## src/rtl/credit_down_counter.sv

```systemverilog
// Credit tracker: gates a go request stream so that at most MAX_CREDITS requests are outstanding.
// Optional macro CREDIT_SVA_EN embeds concurrent assertions on the credit bound and grant/deny behaviour.
module credit_down_counter #(
    parameter int MAX_CREDITS = 3,
    parameter int CW          = $clog2(MAX_CREDITS + 1)
) (
    input  logic          clk,
    input  logic          reset_n,
    input  logic          init,
    input  logic          go,
    input  logic          ret,
    output logic          grant,
    output logic          deny,
    output logic [CW-1:0] credits,
    output logic          empty,
    output logic          full,
    output logic          overflow_err,
    output logic [1:0]    state_o
);

    typedef enum logic [1:0] {
        IDLE = 2'd0,
        RUN  = 2'd1,
        ERR  = 2'd2
    } state_t;

    localparam logic [CW-1:0] MAX_C = CW'(MAX_CREDITS);
    localparam logic [CW-1:0] ONE_C = CW'(1);
    localparam logic [CW-1:0] ZERO_C = CW'(0);

    state_t        state_r, state_s;
    logic [CW-1:0] credits_r, credits_s;
    logic          grant_r, grant_s;
    logic          deny_r, deny_s;
    logic          overflow_err_r, overflow_err_s;

    // State and registered-output update; reset wins over every other input
    always_ff @(posedge clk) begin
        if (!reset_n) begin
            state_r        <= IDLE;
            credits_r      <= ZERO_C;
            grant_r        <= 1'b0;
            deny_r         <= 1'b0;
            overflow_err_r <= 1'b0;
        end else begin
            state_r        <= state_s;
            credits_r      <= credits_s;
            grant_r        <= grant_s;
            deny_r         <= deny_s;
            overflow_err_r <= overflow_err_s;
        end
    end

    // Next-state and next-credit decode; init always takes priority over go/ret
    always_comb begin
        state_s        = state_r;
        credits_s      = credits_r;
        grant_s        = 1'b0;
        deny_s         = 1'b0;
        overflow_err_s = overflow_err_r;
        case (state_r)
            IDLE: begin
                if (init) begin
                    credits_s      = MAX_C;
                    overflow_err_s = 1'b0;
                    state_s        = RUN;
                end else begin
                    credits_s = credits_r;
                end
            end
            RUN: begin
                if (init) begin
                    credits_s      = MAX_C;
                    overflow_err_s = 1'b0;
                end else if (go && ret) begin
                    // A simultaneous return funds the request, so even an empty or full pool nets to zero
                    grant_s = 1'b1;
                end else if (go) begin
                    if (credits_r != ZERO_C) begin
                        credits_s = credits_r - ONE_C;
                        grant_s   = 1'b1;
                    end else begin
                        deny_s = 1'b1;
                    end
                end else if (ret) begin
                    if (credits_r < MAX_C) begin
                        credits_s = credits_r + ONE_C;
                    end else begin
                        overflow_err_s = 1'b1;
                        state_s        = ERR;
                    end
                end else begin
                    credits_s = credits_r;
                end
            end
            ERR: begin
                if (init) begin
                    credits_s      = MAX_C;
                    overflow_err_s = 1'b0;
                    state_s        = RUN;
                end else if (go) begin
                    deny_s = 1'b1;
                end else begin
                    credits_s = credits_r;
                end
            end
            default: begin
                state_s        = IDLE;
                credits_s      = ZERO_C;
                overflow_err_s = 1'b0;
            end
        endcase
    end

    // Output drive: pulses and count come straight from registers, flags decode the credit register
    always_comb begin
        grant        = grant_r;
        deny         = deny_r;
        credits      = credits_r;
        overflow_err = overflow_err_r;
        state_o      = state_r;
        empty        = (credits_r == ZERO_C);
        full         = (credits_r == MAX_C);
    end

`ifdef CREDIT_SVA_EN
    a_credit_bound: assert property (@(posedge clk) disable iff (!reset_n)
        credits_r <= MAX_C)
        else $error("a_credit_bound t=%0t credits=%0d sampled=%0d", $time, credits, $sampled(credits));

    a_grant_deny_excl: assert property (@(posedge clk) disable iff (!reset_n)
        !(grant_r && deny_r))
        else $error("a_grant_deny_excl t=%0t credits=%0d sampled=%0d", $time, credits, $sampled(credits));

    a_deny_when_empty: assert property (@(posedge clk) disable iff (!reset_n)
        (state_r == RUN) && go && !ret && !init && (credits_r == ZERO_C) |=> deny_r)
        else $error("a_deny_when_empty t=%0t credits=%0d sampled=%0d", $time, credits, $sampled(credits));

    a_overflow_cause: assert property (@(posedge clk) disable iff (!reset_n)
        $rose(overflow_err_r) |-> $past(ret && full))
        else $error("a_overflow_cause t=%0t credits=%0d sampled=%0d", $time, credits, $sampled(credits));
`else
`endif

endmodule

```

## config.mk

```make
export PLATFORM = sky130hd
export DESIGN_NAME = credit_down_counter
export DESIGN_NICKNAME = d
export VERILOG_FILES = /design/src/rtl/credit_down_counter.sv
export SDC_FILE = /design/constraint.sdc
export NUM_CORES = 1
export LEC_CHECK = 0
export ABC_AREA = 1
export ABC_CLOCK_PERIOD_IN_PS = 2950
export CORE_AREA = 4 4 41 43
export DETAILED_ROUTE_END_ITERATION = 8
export DIE_AREA = 0 0 45 47
export GPL_ROUTABILITY_DRIVEN = 0
export PLACE_DENSITY = 0.67
export SLEW_MARGIN = 40
export SYNTH_ARGS = -nofsm -noshare
export SYNTH_HDL_FRONTEND = slang
export SYNTH_SLANG_ARGS = --single-unit
```

## constraint.sdc

```tcl
create_clock -name clk -period 2.95 [get_ports clk]
set_input_delay 0.59 -clock clk [delete_from_list [all_inputs] [get_ports clk]]
set_output_delay 0.59 -clock clk [all_outputs]
set_load 0.02 [all_outputs]
```

==> results of run 1 <==
-- worst reg2reg max path: cells and delay by family (launching register included) --
kind	cells	cell delay, ps
AO/OA/AOI/OAI	1	130
adder cells (fa/ha/maj)	1	350
buffers and inverters	1	130
flip-flops	1	340
AND/OR/NAND/NOR	5	530
-- how the worst max path moves through the flow --
stage	from	to	slack, ps	cells past startpoint
after floorplan	state_o[1]$_SDFFE_PN0P_	state_o[1]$_SDFFE_PN0P_	1400	9
after global placement	go	credits[1]$_SDFFE_PN0P_	1010	7
after detailed placement	go	credits[0]$_SDFFE_PN0P_	1020	7
after CTS	credits[1]$_SDFFE_PN0P_	empty	840	2
after global routing	credits[1]$_SDFFE_PN0P_	empty	750	2
final	credits[1]$_SDFFE_PN0P_	empty	850	2
-- registers in the layout, indices dropped and copies added (netlist names) --
register,cells
state_o,2
credits,2
overflow_err,1
deny,1
grant,1
-- per-layer routing --
metal,track usage,vias to the layer above
li1,-,295
met1,0.142,225
met2,0.223,14
met3,0.0613,0
met4,0.0526,0
met5,0,-
-- layout make-up --
class / instances / area, um^2
flip-flops and latches: 7 / 140
well taps: 15 / 18.8
clock buffers: 4 / 26.3
repair buffers: 13 / 130
inverters: 16 / 60.1
multi-input cells: 58 / 312
fillers: 145 / 614
-- power by group through the flow --
stage | Combinational (mW) | Clock, mW | Sequential [mW]
floorplan | 0.208 | 0 | 0.183
global placement | 0.352 | 0 | 0.153
detailed placement | 0.351 | 0 | 0.155
CTS | 0.352 | 0.0893 | 0.154
global route | 0.397 | 0.0980 | 0.159
finish | 0.352 | 0.0860 | 0.153
-- kinds of logic after synthesis --
logic type | synth area share
DFF | 0.270
adders and majority gates | 0.120
AOI/OAI and AO/OA | 0.0940
buffers and inverters | 0.130
and+or+nand+nor | 0.386
-- metrics by stage --
stage	worst slack, ps	instance area [um^2]	hold slack, ps	total power [mW]
after floorplan	1400	519	558	0.391
after global routing	752	687	540	0.654
final	849	687	515	0.591
after CTS	844	687	521	0.595
after global placement	1010	661	471	0.505
after detailed placement	1020	661	513	0.506
-- placed cells by master (no fill, tap or decap), drive strengths merged --
master | synthesis | layout
a21oi | 5 | 5
a32oi | 1 | 1
clkbuf | 0 | 4
clkdlybuf4s50 | 0 | 13
dfxtp | 7 | 7
ha | 5 | 5
inv | 16 | 16
nand2 | 18 | 18
nand3 | 10 | 10
nand4 | 2 | 2
nor2 | 12 | 12
nor3 | 2 | 2
o21ai | 3 | 3
==> summary.md, run 1 <==
| Metric | Value |
|---|---|
| Register share of total power | `0.259` |
| DRC | `0` |
| Main synth FF type | `dfxtp_1` |
| Max Freq | `476 MHz` |
| Routed wl met3 | `61 um` |
| Final core occ | `0.528` |
| Top delay family on crit path | `buffers and inverters` |
| Worst path bufs/invs | `1` |
| Largest net degree at the start of global routing | `9` |
| Int Power | `321 uW` |
| Iteration-0 DRC Markers | `12` |
| Maximum vdd drop | `0.353 mV` |
| Worst endpoint data arrival time | `approximately 1500 ps` |
| Hold Crit Depth | `2` |
| Vias | `around 530` |
| Tightest Hold Check Type | `reg2reg` |
| Top routing layer in use | `met3` |
| Unrepaired setup endpoints after global routing | `false` |
| Crit end category | `output pin` |
| R2r worst-path depth | `8` |
| # hold bufs at CTS | `0` |
| I/O pin total | `14` |
| Post-Syn Area | `519 um^2` |
| Startpoint Class | `flop` |
| Setup TNS | `0 ps` |
| Layout Nets | `about 110` |
| Req. time, crit path | `2360 ps` |
| WL met1 | `507 um` |
| Core ar. | `0.00130 mm^2` |
| CTS Sinks | `7` |
| Worst Tran Pin Value | `a little over 300 ps` |
| Hold path start | `credits[1]$_SDFFE_PN0P_` |
| Comb power frac | `0.596` |
| Die width | `about 45 um` |
| Global route total overflow | `0` |
| Synth top area share | `0.270` |
| Clock transition at the registers of the reported paths | `50 ps` |
| Clk root buf | `clkbuf_4` |
| Site row count | `13` |
| First-pass GRT wire length | `1.96 mm` |
| Post-synth EDFFs | `0` |
| # resized after CTS | `0` |
| Largest area contributor in the netlist | `dfxtp_1` |
| Inst Count DP | `roughly 110` |
| R2r endpoint | `credits[0]$_SDFFE_PN0P_` |
| Largest cells by area after synthesis | `dfxtp_1 (27%), nand2_1 (12%), ha_1 (12%)` |
| Final Cycle Share | `0.712` |
| Fin. Hold Viols | `0` |
| Register bit total from synthesis | `7` |
| Net Switching | `270 uW` |
| # diodes | `0` |
| Die area | `0.00212 mm^2` |
| Vias in the first global route | `482` |
| Setup violators final | `0` |
| Fin crit period | `approximately 2100 ps` |
| All-layer global routing usage | `0.131` |
| Synth Warn # | `0` |
| Share of layout cells above drive strength 1 | `0.0918` |
| Clock latency reported for the late side of the worst-skew pair | `240 ps` |
| Reg-to-reg startpoint | `state_o[1]$_SDFFE_PN0P_` |
| CP max stage delay | `around 660 ps` |
| CTS tree | `done` |
| H-tree Lvls | `1` |
| CP cell instances | `nor2_1 > clkdlybuf4s50_1` |
| Area Growth Syn to Fin | `32.3%` |
| Sw frac | `0.457` |
| Yosys cell types | `18` |
| Clock buffer depth | `2` |
| TritonCTS Buffers | `3` |
| Syn Inst Count | `82` |
| Count leader, synth | `nand2_1` |
| Hpwl dp | `949 um` |
| Cell Pwr Density | `860 mW/mm^2` |
| Post-CTS setup buffer count | `0` |
| Critical-path top delay cell | `clkdlybuf4s50_1` |
| Max_cap viols | `0` |
| Input/output buffers | `13` |
| Final ANT Viol Nets | `0` |
| R2R Setup Slk | `1390 ps` |
| Clk pwr share | `0.146` |
| Vias/cell | `4.73` |
| DR WL met2 | `around 570 um` |
| Status | `finished, final reports clean` |
| Pleak | `between 0.3 and 0.4 nW` |
| Worst-path fanout max | `5` |
| Relative slew slack | `0.795` |
| Async set or reset register ratio after synthesis | `0` |
| Iteration count of the initial detailed-routing pass | `4` |
| Initial antenna violation count | `0` |
| Sequential share of the synthesized area | `0.270` |
| Initial Utilization | `0.399` |
| Final WL | `1.14 mm` |
| Non-filler instance count after layout | `113` |
| Clock Skew | `between 0.4 and 0.5 ps` |
| Post-Syn Area per Cell | `6.33 um^2` |
| WL/cell | `10.1 um` |
| Hold Path End | `credits[1]$_SDFFE_PN0P_` |
| Fin. max-slew vios | `0` |
| Post-Syn Nets | `92` |
| Most instantiated cells after synthesis | `nand2_1 (17), inv_1 (14), nor2_1 (11)` |
| Setup CP Type | `reg2out` |
| Die Ht | `47 um` |
Power figures use the tool's default switching activity.
==> inputs of run 2 (changes only) <==
--- a/config.mk
+++ b/config.mk
@@ -6,7 +6,7 @@
 export NUM_CORES = 1
 export LEC_CHECK = 0
 export ABC_AREA = 1
-export ABC_CLOCK_PERIOD_IN_PS = 2950
+export ABC_CLOCK_PERIOD_IN_PS = 2000
 export CORE_AREA = 4 4 41 43
 export DETAILED_ROUTE_END_ITERATION = 8
 export DIE_AREA = 0 0 45 47
==> constraint.sdc (replaced) <==
create_clock -name clk -period 2 [get_ports clk]
set_input_delay 0.4 -clock clk [delete_from_list [all_inputs] [get_ports clk]]
set_output_delay 0.4 -clock clk [all_outputs]
set_load 0.02 [all_outputs]
==> run 2 against run 1 <==
- wire length is 0.18% lower
- sequential cell count did not move
- die area unchanged
- worst hold slack better by 4.0 ps
- count of clock-buffer cells in the layout unchanged
- critical path type unchanged
- global-route usage unchanged
- combinational power up 48%
- clock skew hardly changed
- non-clock buffer count stayed put
- via count is 0.75% higher
==> summary.md, run 2 (synthesized netlist as in run 1, its figures left out) <==
| Metric | Value |
|---|---|
| Status | `finished, final reports clean` |
| Worst hold slack | `519 ps (+3.96 ps)` |
| Clock Skew | `0.482 ps (-0.00119 ps)` |
| Worst Tran Pin Value | `307 ps (-0.0784 ps)` |
| Setup violators final | `0 (unchanged)` |
| Fin crit period | `1880 ps` |
| Inst Count DP | `109 (unchanged)` |
| Die area | `0.00212 mm^2 (unchanged)` |
| WL/cell | `10.1 um (-0.18%)` |
| Most common cell after layout, fill and taps aside | `nand2_1` |
| Die Ht | `47 um (unchanged)` |
| Share of layout cells above drive strength 1 | `0.102 (+0.0102)` |
| Max Freq | `approximately 530 MHz` |
| Clk root buf | `clkbuf_4` |
| First-pass GRT wire length | `1.96 mm (unchanged)` |
| DRC | `0 (unchanged)` |
| Fin. max-slew vios | `0 (unchanged)` |
| Req. time, crit path | `1600 ps (-760 ps)` |
| Startpoint Class | `flop` |
| Final core occ | `0.530 (+0.00192)` |
| Largest net degree at the start of global routing | `9 (unchanged)` |
| Fin. Hold Viols | `0 (unchanged)` |
| Setup CP Type | `reg2out` |
| Initial Utilization | `0.399 (unchanged)` |
| Die width | `45 um (unchanged)` |
| Iteration-0 DRC Markers | `13 (+1)` |
| TritonCTS Buffers | `3 (unchanged)` |
| Total power | `875 uW (+48%)` |
| Site row count | `13 (unchanged)` |
| All-layer global routing usage | `0.131 (unchanged)` |
| Pleak | `0.333 nW (+0.11%)` |
| Maximum vdd drop | `0.523 mV (+48%)` |
| Critical-path top delay cell | `clkdlybuf4s50_1` |
| Iteration count of the initial detailed-routing pass | `4 (unchanged)` |
| Final ANT Viol Nets | `0 (unchanged)` |
| Hpwl dp | `949 um (unchanged)` |
| Register area | `140 um^2 (unchanged)` |
| # diodes | `0 (unchanged)` |
| Setup TNS | `0 ps (unchanged)` |
| Non-filler instance count after layout | `113 (unchanged)` |
| Clock buffer depth | `2 (unchanged)` |
| CP max stage delay | `590 ps (-70 ps)` |
| CP cell instances | `nand2_1 > inv_1 > clkdlybuf4s50_1` |
| Clock transition at the registers of the reported paths | `50 ps (about the same)` |
| Initial antenna violation count | `0 (unchanged)` |
| Clock latency reported for the late side of the worst-skew pair | `240 ps (about the same)` |
| Worst-path fanout max | `6 (+1)` |
| Layout Nets | `109 (unchanged)` |
| CTS Sinks | `7 (unchanged)` |
| Post-CTS setup buffer count | `0 (unchanged)` |
| Cell Pwr Density | `1270 mW/mm^2 (+48%)` |
| CTS tree | `done` |
| Fillers | `144 (-0.69%)` |
| # resized after CTS | `0 (unchanged)` |
| Core ar. | `0.00130 mm^2 (unchanged)` |
| Tightest Hold Check Type | `reg2reg` |
| Vias | `538 (+0.75%)` |
| # hold bufs at CTS | `0 (unchanged)` |
| H-tree Lvls | `1 (unchanged)` |
| Crit end category | `output pin` |
| Input/output buffers | `13 (unchanged)` |
| Global route total overflow | `0 (unchanged)` |
| Vias/cell | `4.76 (+0.75%)` |
| Relative slew slack | `0.795 (about the same)` |
| Final Cycle Share | `0.941` |
| Unrepaired setup endpoints after global routing | `false` |
| Max_cap viols | `0 (unchanged)` |
| Vias in the first global route | `482 (unchanged)` |
| Worst endpoint data arrival time | `1480 ps (-30 ps)` |
| Area Growth Syn to Fin | `32.8%` |
| Multi-input gate area | `314 um^2 (+0.80%)` |
| I/O pin total | `14 (unchanged)` |
| Most frequent cells in the layout | `nand2_1 (17), inv_1 (14), clkdlybuf4s50_1 (13)` |
| Final WL | `1.14 mm (-0.18%)` |
[run 2: cell counts in the layout (fill, tap and decap cells not counted)]
No cell type changed its count.
[run 2: area by class of cell]
type,instances,share of cell area
Clock buffer,4,0.0381
Inverter,16,0.0871
Multi-Input combinational cell,58,0.456
Sequential cell,7,0.203
Tap cell,15,0.0272
Timing Repair Buffer,13,0.189
[run 2: worst paths after layout]
path	start	end	slack (ps)	cells after the start
hold / removal	overflow_err$_SDFFE_PN0P_	overflow_err$_SDFFE_PN0P_	520	2
setup / recovery	credits[0]$_SDFFE_PN0P_	full	120	3
setup reg to reg	state_o[1]$_SDFFE_PN0P_	credits[0]$_SDFFE_PN0P_	440	8
hold reg to reg	overflow_err$_SDFFE_PN0P_	overflow_err$_SDFFE_PN0P_	520	2
[run 2: critical path: cells and delay by family, from the launching register on]
family | cells | cell delay [ps]
buffers and inverters | 2 | 670
DFF | 1 | 410
and+or+nand+nor | 1 | 160
[run 2: stage by stage]
step | area, um^2 | setup slack [ps]
2_1_floorplan | 519 | 454
3_3_place_gp | 661 | 246
3_5_place_dp | 661 | 258
4_1_cts | 687 | 83.8
5_1_grt | 689 | 12.7
6_report | 689 | 118
[run 2: per-layer routing]
metal / global-route usage / share of wire / vias to the layer above
met1: 0.142 / 0.44 / 229
met4: 0.0526 / 0 / 0
met2: 0.223 / 0.50 / 14
met5: 0 / 0 / -
li1: - / - / 295
met3: 0.0613 / 0.054 / 0
[run 2: power breakdown]
group          internal [mW]  switching [mW]  total, mW
clock                 0.0761          0.0508      0.127
sequential             0.181          0.0462      0.227
combinational          0.218           0.303      0.521
total                  0.475           0.400      0.875
